--- src/rtl/dsm_serial_tx.sv ---
// Purpose : serial programming master for the DSM control word; serialises a
//           WORD_W-bit word MSB first on sclk/sdata, framed by en.
// Latency : en rises 1 clk after accept; first sclk rise CLK_DIV clk later;
//           frame lasts 2*CLK_DIV*(WORD_W+1) clk; done pulses the clk after.
// Backpressure: in_ready is high only in IDLE; a word is taken on
//           in_valid & in_ready.
//
// Ports:
//   clk, rst          system clock, synchronous active-high reset
//   in_data/in_valid  word to send plus its valid; in_ready accepts it
//   sclk, sdata, en   registered serial pins to the DSM shift register
//   busy              high whenever a frame is in progress
//   done              one-cycle pulse in the first idle cycle after a frame
module dsm_serial_tx #(
  parameter int WORD_W  = 9,
  parameter int CLK_DIV = 4
) (
  input  logic              clk,
  input  logic              rst,
  input  logic [WORD_W-1:0] in_data,
  input  logic              in_valid,
  output logic              in_ready,
  output logic              sclk,
  output logic              sdata,
  output logic              en,
  output logic              busy,
  output logic              done
);

  // The counter must reach 2*CLK_DIV-1 because HOLD spans a full sclk period.
  localparam int CNT_W = (CLK_DIV < 1) ? 1 : $clog2(2 * CLK_DIV);
  localparam int BIT_W = (WORD_W < 2) ? 1 : $clog2(WORD_W);

  localparam logic [CNT_W-1:0] HALF_LAST = CNT_W'(CLK_DIV - 1);
  localparam logic [CNT_W-1:0] FULL_LAST = CNT_W'(2 * CLK_DIV - 1);
  localparam logic [BIT_W-1:0] BIT_LAST  = BIT_W'(WORD_W - 1);

  if (CLK_DIV < 1) begin : g_bad_clk_div
    $error("dsm_serial_tx: CLK_DIV must be >= 1");
  end
  if (WORD_W < 1) begin : g_bad_word_w
    $error("dsm_serial_tx: WORD_W must be >= 1");
  end

  typedef enum logic [2:0] {
    IDLE     = 3'd0,
    SETUP    = 3'd1,
    SHIFT_HI = 3'd2,
    SHIFT_LO = 3'd3,
    HOLD     = 3'd4
  } state_t;

  state_t            state, state_n;
  logic [CNT_W-1:0]  cnt, cnt_n;
  logic [BIT_W-1:0]  bit_cnt, bit_n;
  logic [WORD_W-1:0] sr, sr_n;
  logic              accept;

  assign in_ready = (state == IDLE);
  assign busy     = (state != IDLE);

  always_comb begin
    state_n = state;
    cnt_n   = cnt;
    bit_n   = bit_cnt;
    sr_n    = sr;
    accept  = in_valid && (state == IDLE);

    case (state)
      IDLE: begin
        if (accept) begin
          state_n = SETUP;
          cnt_n   = '0;
          sr_n    = in_data;
        end
      end
      SETUP: begin
        if (cnt == HALF_LAST) begin
          state_n = SHIFT_HI;
          cnt_n   = '0;
          bit_n   = '0;
        end else begin
          cnt_n = cnt + 1'b1;
        end
      end
      SHIFT_HI: begin
        if (cnt == HALF_LAST) begin
          cnt_n = '0;
          if (bit_cnt == BIT_LAST) begin
            state_n = HOLD;
          end else begin
            // Falling edge: next lower bit moves to the shift-register MSB.
            state_n = SHIFT_LO;
            bit_n   = bit_cnt + 1'b1;
            sr_n    = sr << 1;
          end
        end else begin
          cnt_n = cnt + 1'b1;
        end
      end
      SHIFT_LO: begin
        if (cnt == HALF_LAST) begin
          state_n = SHIFT_HI;
          cnt_n   = '0;
        end else begin
          cnt_n = cnt + 1'b1;
        end
      end
      HOLD: begin
        // A full sclk period low after the last rise keeps the frame at
        // 2*CLK_DIV*(WORD_W+1) cycles and gives generous hold time.
        if (cnt == FULL_LAST) begin
          state_n = IDLE;
          cnt_n   = '0;
        end else begin
          cnt_n = cnt + 1'b1;
        end
      end
      default: begin
        state_n = IDLE;
        cnt_n   = '0;
      end
    endcase
  end

  // Pin registers are loaded from the next-state view so they change on the
  // same edge as the state they belong to.
  always_ff @(posedge clk) begin
    if (rst) begin
      state   <= IDLE;
      cnt     <= '0;
      bit_cnt <= '0;
      sr      <= '0;
      sclk    <= 1'b0;
      sdata   <= 1'b0;
      en      <= 1'b0;
      done    <= 1'b0;
    end else begin
      state   <= state_n;
      cnt     <= cnt_n;
      bit_cnt <= bit_n;
      sr      <= sr_n;
      sclk    <= (state_n == SHIFT_HI);
      en      <= (state_n != IDLE);
      sdata   <= (state_n != IDLE) && sr_n[WORD_W-1];
      done    <= (state == HOLD) && (state_n == IDLE);
    end
  end

endmodule
--- config.mk ---
export PLATFORM = sky130hd
export DESIGN_NAME = dsm_serial_tx
export DESIGN_NICKNAME = d
export VERILOG_FILES = /design/src/rtl/dsm_serial_tx.sv
export SDC_FILE = /design/constraint.sdc
export NUM_CORES = 1
export LEC_CHECK = 0
export BUFFER_PORTS_ARGS = -buffer_cell sky130_fd_sc_hd__buf_2
export CAP_MARGIN = 30
export CORE_AREA = 2 2 59 61
export DETAILED_ROUTE_END_ITERATION = 10
export DIE_AREA = 0 0 61 63
export SYNTH_ARGS = -nofsm -noshare
export SYNTH_HDL_FRONTEND = slang
export SYNTH_SLANG_ARGS = --single-unit
--- constraint.sdc ---
create_clock -name clk -period 2.6 [get_ports clk]
set_input_delay 0 -clock clk [delete_from_list [all_inputs] [get_ports clk]]
set_output_delay 0 -clock clk [all_outputs]
set_load 0.02 [all_outputs]
* Word-level counts from Yosys, hierarchy flattened
Cells that the tools add are included.
** Word-level totals
- Bits in registers :: 23
- Output and inout port bits :: 6
- Logic and storage cells :: 54
** Cells by class
- Add/sub/neg operators :: 2
- Equality and inequality tests :: 12
- Multiplexer cells :: 18
- Reductions and logical operators :: 13
** Operators with widths (count)
- 9-bit 2-to-1 mux :: 3
- 3-bit 2-to-1 mux :: 8
- 9-bit one-hot mux with 2 select lines :: 1
- 3-bit by 2-bit == test with 1-bit output, second input constant :: 4
- 4-bit 2-to-1 mux :: 3
- 3-bit one-hot mux with 4 select lines :: 1
- 3-bit one-hot mux with 3 select lines :: 1
- 4-bit one-hot mux with 2 select lines :: 1
- 4-bit AND reduction :: 2
- 3-bit == test, second input constant :: 2
- 3-bit logical NOT :: 2
- 2-bit != test, second input constant :: 3
- 3-bit nonzero test :: 2
- 4-bit by 1-bit adder with 4-bit output, second input constant :: 1
- 4-bit == test, second input constant :: 1
- 2-bit nonzero test :: 2
- 3-bit by 1-bit adder with 3-bit output, second input constant :: 1
- 3-bit by 1-bit == test with 1-bit output, second input constant :: 1
- 1-bit logical AND :: 3
- 3-bit OR reduction :: 1
- 2-bit by 1-bit != test with 1-bit output, second input constant :: 1
- 2-bit OR reduction :: 1

* Logic depth before layout (Yosys ltp)
Gate-level depths: netlist of run 1.
- Depth in word-level cells :: 6
- Depth in mapped cells :: 7
- Depth with buffers taken out :: 7

* Worst setup path before layout of run 1
No wires, ideal clock.
- Kind :: flip-flop to flip-flop
- From :: register cnt[0]
- To :: register sdata
- Setup time :: 115 ps
- Data arrival time :: 1669 ps
- Required time :: 2485 ps
- Setup slack :: 816 ps
- Cell stages (with the launch flop) :: 8
- Clock period less this slack :: 1784 ps
- Path through :: dfxtp_1 ha_1 ha_1 and4bb_2 buf_2 a32o_1 a21o_1 and2_1
** On the way
- Word-level cells in the longest chain between the ends :: 5
- Elaborated cells on any way between the ends :: 10
- Those cells by class :: eq/ne: 2; mux: 6; reduce/logical: 2
** Ends and longest elaborated chain
- start, declared :: line 54 : logic [CNT_W-1:0] cnt, cnt_n;
- start signal, assigned :: line 140 : cnt <= cnt_n;
- 3-bit == test / 3-bit by 2-bit == test with 1-bit output (equally long branches)
- 3-bit 2-to-1 mux (on tied branches)
- 3-bit one-hot mux with 4 select lines :: line 69 : case (state)
- 3-bit nonzero test :: line 145 : sdata <= (state_n != IDLE) && sr_n[WORD_W-1];
- 1-bit logical AND * :: line 145
- end signal, assigned :: line 145
- end, declared :: line 24 : output logic sdata,
Every way passes the cells marked *; elsewhere a longest branch is shown, timed or not. The select of a mux whose other input is x is not followed.
A chain may end at the register's enable or synchronous reset.

* Worst setup path after layout of run 1
Ends and elaborated chain as after synthesis.

==> results of run 1 <==
==> registers in the layout (all words and copies together) (netlist names) <==
name     count
sr           9
bit_cnt      4
cnt          3
state        3
done         1
en           1
sclk         1
sdata        1
==> synthesized netlist by cell type, types with 2 or more instances <==
cell type  number  area (sq um)
inv_1          10          37.5
a21oi_2         2          17.5
o21ai_0        10          50.1
nand2_1         3          11.3
nor2_1          9          33.8
buf_2           3          15.0
or3_1           9          56.3
clkbuf_1        5          18.8
ha_1            7          87.6
mux2i_1         2          20.0
dfxtp_1        23           460
nor3_1          2          10.0
and3_1          2          12.5
nand2b_1        4          25.0
buf_4           2          15.0
a21oi_1        12          60.1
a32oi_1         7          61.3
or4b_1          2          20.0
o31ai_1         2          15.0
and2_1          2          12.5
==> critical path: cells and delay by family, from the launching register on <==
family          cells  cell delay [ns]
simple gates        3             1.08
flops               1             0.34
compound gates      1             0.15
fa+ha+maj           2             0.49
==> repair_timing <==
item,CTS,global route
setup endpoints to repair,0,0
hold buffers,1,0
hold endpoints to repair,1,0
==> layer usage <==
metal,share of wire [%],routed length [microns],track usage [%]
met1,49,1240,20.6
met2,45,1130,22.3
met5,0,0,0
met4,0.72,18,4.89
met3,4.9,124,1.86
==> area by class of cell <==
type | instances | area share [%]
Multi-Input combinational cell | 100 | 51.4
Tap cell | 46 | 4.13
Timing Repair Buffer | 18 | 6.83
Inverter | 10 | 2.70
Clock buffer | 4 | 1.89
Sequential cell | 23 | 33.1
==> cell families (layout without fill, tap and decap cells) <==
| kind of cell | Yosys count | in the layout | synth area share, % |
|---|---|---|---|
| fa+ha+maj | 7 | 7 | 6.88 |
| buf+inv | 21 | 32 | 7.66 |
| mux | 2 | 2 | 1.57 |
| simple gates | 47 | 47 | 24.8 |
| compound gates | 44 | 44 | 23.0 |
| flops | 23 | 23 | 36.1 |
==> path summary, 6_finish.rpt <==
path,to,cells after the start
worst min-delay path,cnt[0],4
worst max register to register,sdata,6
worst min register to register,sr[5],2
worst max-delay path,sdata,6
==> where the power goes <==
group	switching, mW	internal [mW]	total (mW)
sequential	0.0107	0.364	0.374
combinational	0.0420	0.0335	0.0755
clock	0.100	0.0598	0.160
total	0.153	0.457	0.610
==> flow_metrics.tcl, run 1 <==
set metrics [dict create \
    pre_cts_slack_ns 0.415 \
    worstMarginPinSlew_ns 0.713 \
    ff2ff_setup_slack_ns 0.43 \
    ys_types 46 \
    hold_path.startpoint "in_valid" \
    drcViolationCount 0 \
    die-area_sq_um 3840 \
    fmax_mhz 461 \
    startpoint "cnt[0]" \
    syn_area_sq_um 1270 \
    ios 18 \
    critical_path.slowest_cell "nor4b_1" \
    worstHoldPathType "input port to register" \
    cts_buffer_depth 2 \
    drive_above_1_share_pct 16.8 \
    crit_path_frequent_cell "ha_1" \
    synth-edff-count 0 \
    ys_ff_latch 23 \
    grt_pass1_vias 1032 \
    layout_commonest_cell "dfxtp_1" \
    worst_hold_slack_ns 0.0651 \
    die_w_microns 61 \
    cts_made_buffers 3 \
    antenna_found_initial 0 \
    wl_per_cell_microns 12.5 \
    grt_pass1_wl_microns 4420 \
    worstSetupPathType "register to register" \
    cts_tree "done" \
    vias_per_cell 5.46 \
    regArea_sq_um 460 \
    setup_tns_ns 0 \
    finish.net_count 175 \
    synth_nets 163 \
    fp.dieH_microns 63 \
    fp-row-count 21 \
    final.min_clock_period_ns 2.17 \
    gp_congestion 0.775 \
    arrival_ns 2.38 \
    cts.sinks 23 \
    yosysSeqAreaShare_pct 36.1 \
    instances_no_fill 201 \
    num_antenna_cells 0 \
    timing.critical_path.cells "ha_1, ha_1, and4bb_2, nor4b_1, a21oi_2, and2_1" \
    finalSetupViolations 0 \
    layout_common_cells "23 x dfxtp_1, 17 x buf_2, 12 x a21oi_1, 10 x inv_1, 10 x o21ai_0" \
    ir_drop_mv 0.279 \
    placed_area_sq_um 1360 \
    htree_levels 1 \
    netlist_instances 144 \
    synth.avg_cell_area_sq_um 8.85 \
    yosysWarningCount 0 \
    grt_overflow 0 \
    r2r_start "cnt[0]" \
    max_slew_margin_pct 52.3 \
    grt_max_degree 25 \
    design.core.area_sq_um 3230 \
    design_area_sq_um 1390 \
    max_stage_delay_ns 0.59 \
    rsz0062_at_grt "no" \
    required_ns 2.81 \
    post_cts_buffers 0 \
    finClkSkew_ns 0.00379 \
    power_density_nw_per_um2 438 \
    power.total_uw 610 \
    ant_nets 0 \
    cp_max_fo 11 \
    place_inst 196 \
    fillers 319 \
    multiInputGateArea_sq_um 716 \
    first_pass_iters 4 \
    p_leak_nw 0.514 \
    post-dp-hpwl_microns 1780 \
    drv_cap 0 \
    post-route-period-util_pct 83.4 \
    ys_async_sr_fraction_pct 0 \
    timing.final.ws_setup_ns 0.432 \
    ys_dominant_reg_cell "dfxtp_1" \
    hold_viol 0 \
    path_clk_slew_ns 0.12 \
    cts_root_buf "clkbuf_4" \
    cp-end-kind "register" \
    outcome "completed" \
    num_vias 1098 \
    slew_viol_final 0 \
    drt_iter0_drc 35 \
    port_buffers 17 \
    grt.total_usage_pct 14.5 \
    cts_resized 0 \
    totalWireLength_microns 2510 \
    post-route-util_pct 43.1 \
    start_util_pct 39.4 \
    areaGrowthSynthToFinish_pct 9.33 \
    clkLatencyLatePin_ns 0.30 \
    cp-start-kind "register" \
]
(Power assumes the default switching activity.)
==> run 2, diff against run 1 <==
clock period = 2 ns   (was 2.6 ns; I/O delays follow)
==> run 2 against run 1 <==
  * Critical path depth rose by 1
  * Combinational power up 47%
  * Global-route usage rose by 1.7 points
  * Critical endpoint is now sr[7]
  * Non-clock buffer count grew 6
  * Register-to-register slack got worse by 0.28 ns
==> flow_metrics.tcl, run 2 (synthesis gave the netlist of run 1 again) <==
set metrics [dict create \
    cp-start-kind "register" \
    highest_layer "met4" \
    clkLatencyLatePin_ns 0.31 \
    drcViolationCount 0 \
    htree_levels 1 \
    antenna_found_initial 0 \
    grt.total_usage_pct 16.2 \
    layout_commonest_cell "dfxtp_1" \
    dr_wl_met3_microns 103 \
    design.core.area_sq_um 3230 \
    num_vias 1129 \
    finClkSkew_ns 0.00313 \
    grt_max_degree 25 \
    vias_per_cell 5.45 \
    finalSetupViolations 0 \
    route.met2.wl_microns 1250 \
    cts.sinks 23 \
    cp_max_fo 10 \
    worstHoldPathType "input port to register" \
    cts_made_buffers 3 \
    die_w_microns 61 \
    ir_drop_mv 0.275 \
    timing.critical_path.cells "ha_2, ha_2, and4bb_2, buf_4, a32oi_1, or3_1, a21oi_1" \
    grt_overflow 0 \
    post-route-util_pct 45.1 \
    hold_viol 0 \
    fmax_mhz 542 \
    drt_iter0_drc 79 \
    ant_nets 0 \
    port_buffers 17 \
    regArea_sq_um 462 \
    outcome "completed" \
    start_util_pct 39.4 \
    startpoint "cnt[0]" \
    post-dp-hpwl_microns 1980 \
    crit_path_frequent_cell "ha_2" \
    die-area_sq_um 3840 \
    cts_buffer_depth 2 \
    worst-path-buf-inv 1 \
    max_stage_delay_ns 0.36 \
    post-route-period-util_pct 92.3 \
    grt_pass1_wl_microns 4750 \
    power_density_nw_per_um2 556 \
    path_clk_slew_ns 0.12 \
    layout_common_cells "22 x dfxtp_1, 17 x buf_2, 12 x a21oi_1, 10 x inv_1, 10 x o21ai_0" \
    gp_congestion 0.759 \
    fillers 311 \
    grt_pass1_vias 1093 \
    regMostFlops "sr" \
    worstSetupPathType "register to register" \
    totalWireLength_microns 2770 \
    largest_reg_flops 9 \
    p_leak_nw 0.546 \
    drive_above_1_share_pct 22.4 \
    first_pass_iters 4 \
    wl_per_cell_microns 13.4 \
    cts_tree "done" \
    ff2ff_setup_slack_ns 0.15 \
    r2r_cells 7 \
    wl_met1_microns 1350 \
    critical_path.slowest_cell "dfxtp_2" \
    cp.depth 7 \
    cp-endpoint "sr[7]" \
    rsz0062_at_grt "no" \
    max_slew_margin_pct 68.6 \
    arrival_ns 2.09 \
    worstMarginPinSlew_ns 0.470 \
    power.total_uw 811 \
    ios 18 \
    multiInputGateArea_sq_um 734 \
    cp_top_family "simple AND/OR/NAND/NOR gates" \
    finish.net_count 181 \
    instances_no_fill 207 \
    drv_cap 0 \
    fp.dieH_microns 63 \
    slew_viol_final 0 \
    r2r_start "cnt[0]" \
    reg_top3 "sr (9), bit_cnt (4)" \
    cp-end-kind "register" \
    num_antenna_cells 0 \
    areaGrowthSynthToFinish_pct 14.4 \
    fp-row-count 21 \
    r2r_end "sr[7]" \
    worst_hold_slack_ns 0.0620 \
    cts_root_buf "clkbuf_4" \
    final.min_clock_period_ns 1.85 \
    place_inst 202 \
    required_ns 2.25 \
]
run 2: cell types whose count changed in the layout (fill, tap and decap cells not counted), sizes merged:
| cell | previous run | this run |
|---|---|---|
| buf | 17 | 23 |
run 2: how the worst min path moves through the flow:
stage	slack, ns	cells after the start	from	end
2_1_floorplan	0.14	2	in_data[0]	sr[0]
3_3_place_gp	0.24	3	in_data[0]	sr[0]
3_5_place_dp	0.25	3	in_data[0]	sr[0]
4_1_cts	0.06	4	in_valid	cnt[0]
5_1_grt	0.09	4	in_valid	cnt[0]
6_report	0.06	4	in_valid	cnt[0]
run 2: area by class of cell:
cell class	instances	area share, %
multi-input combinational	100	50.4
sequential	23	31.7
timing repair buffer	24	9.61
tap	46	3.95
inverter	10	2.58
clock buffer	4	1.80
run 2: metrics by stage:
step                setup TNS [ns]  cell area [sq um]  worst slack [ns]
floorplan                        0               1270             0.216
global placement                 0               1400             0.119
detailed placement         -0.0201               1400           -0.0201
CTS                              0               1440            0.0635
global route                     0               1460            0.0209
finish                           0               1460             0.153
run 2: where the power goes:
group / internal, mW / leakage (nW) / switching (mW)
combinational: 0.0499 / 0.344 / 0.0610
sequential: 0.473 / 0.187 / 0.0115
clock: 0.0779 / 0.0150 / 0.138
run 2: layer usage:
| metal | GRT usage [%] | vias up |
|---|---|---|
| met4 | 9.51 | 0 |
| met5 | 0 | - |
| li1 | - | 564 |
| met1 | 20.9 | 537 |
| met2 | 24.7 | 22 |
| met3 | 2.48 | 6 |
run 2: worst reg2reg max path, delay by kind of cell (launching register included):
| kind | cells | cell delay (ns) |
|---|---|---|
| flops | 1 | 0.36 |
| buf+inv | 1 | 0.17 |
| simple gates | 2 | 0.58 |
| fa+ha+maj | 2 | 0.44 |
| compound gates | 2 | 0.23 |
run 2: timing repair:
item                       in CTS  in global routing
setup endpoints to repair       2                  7
setup buffers                   0                  0
hold endpoints to repair        1                  0
hold buffers                    1                  0
gates resized for setup         1                  4
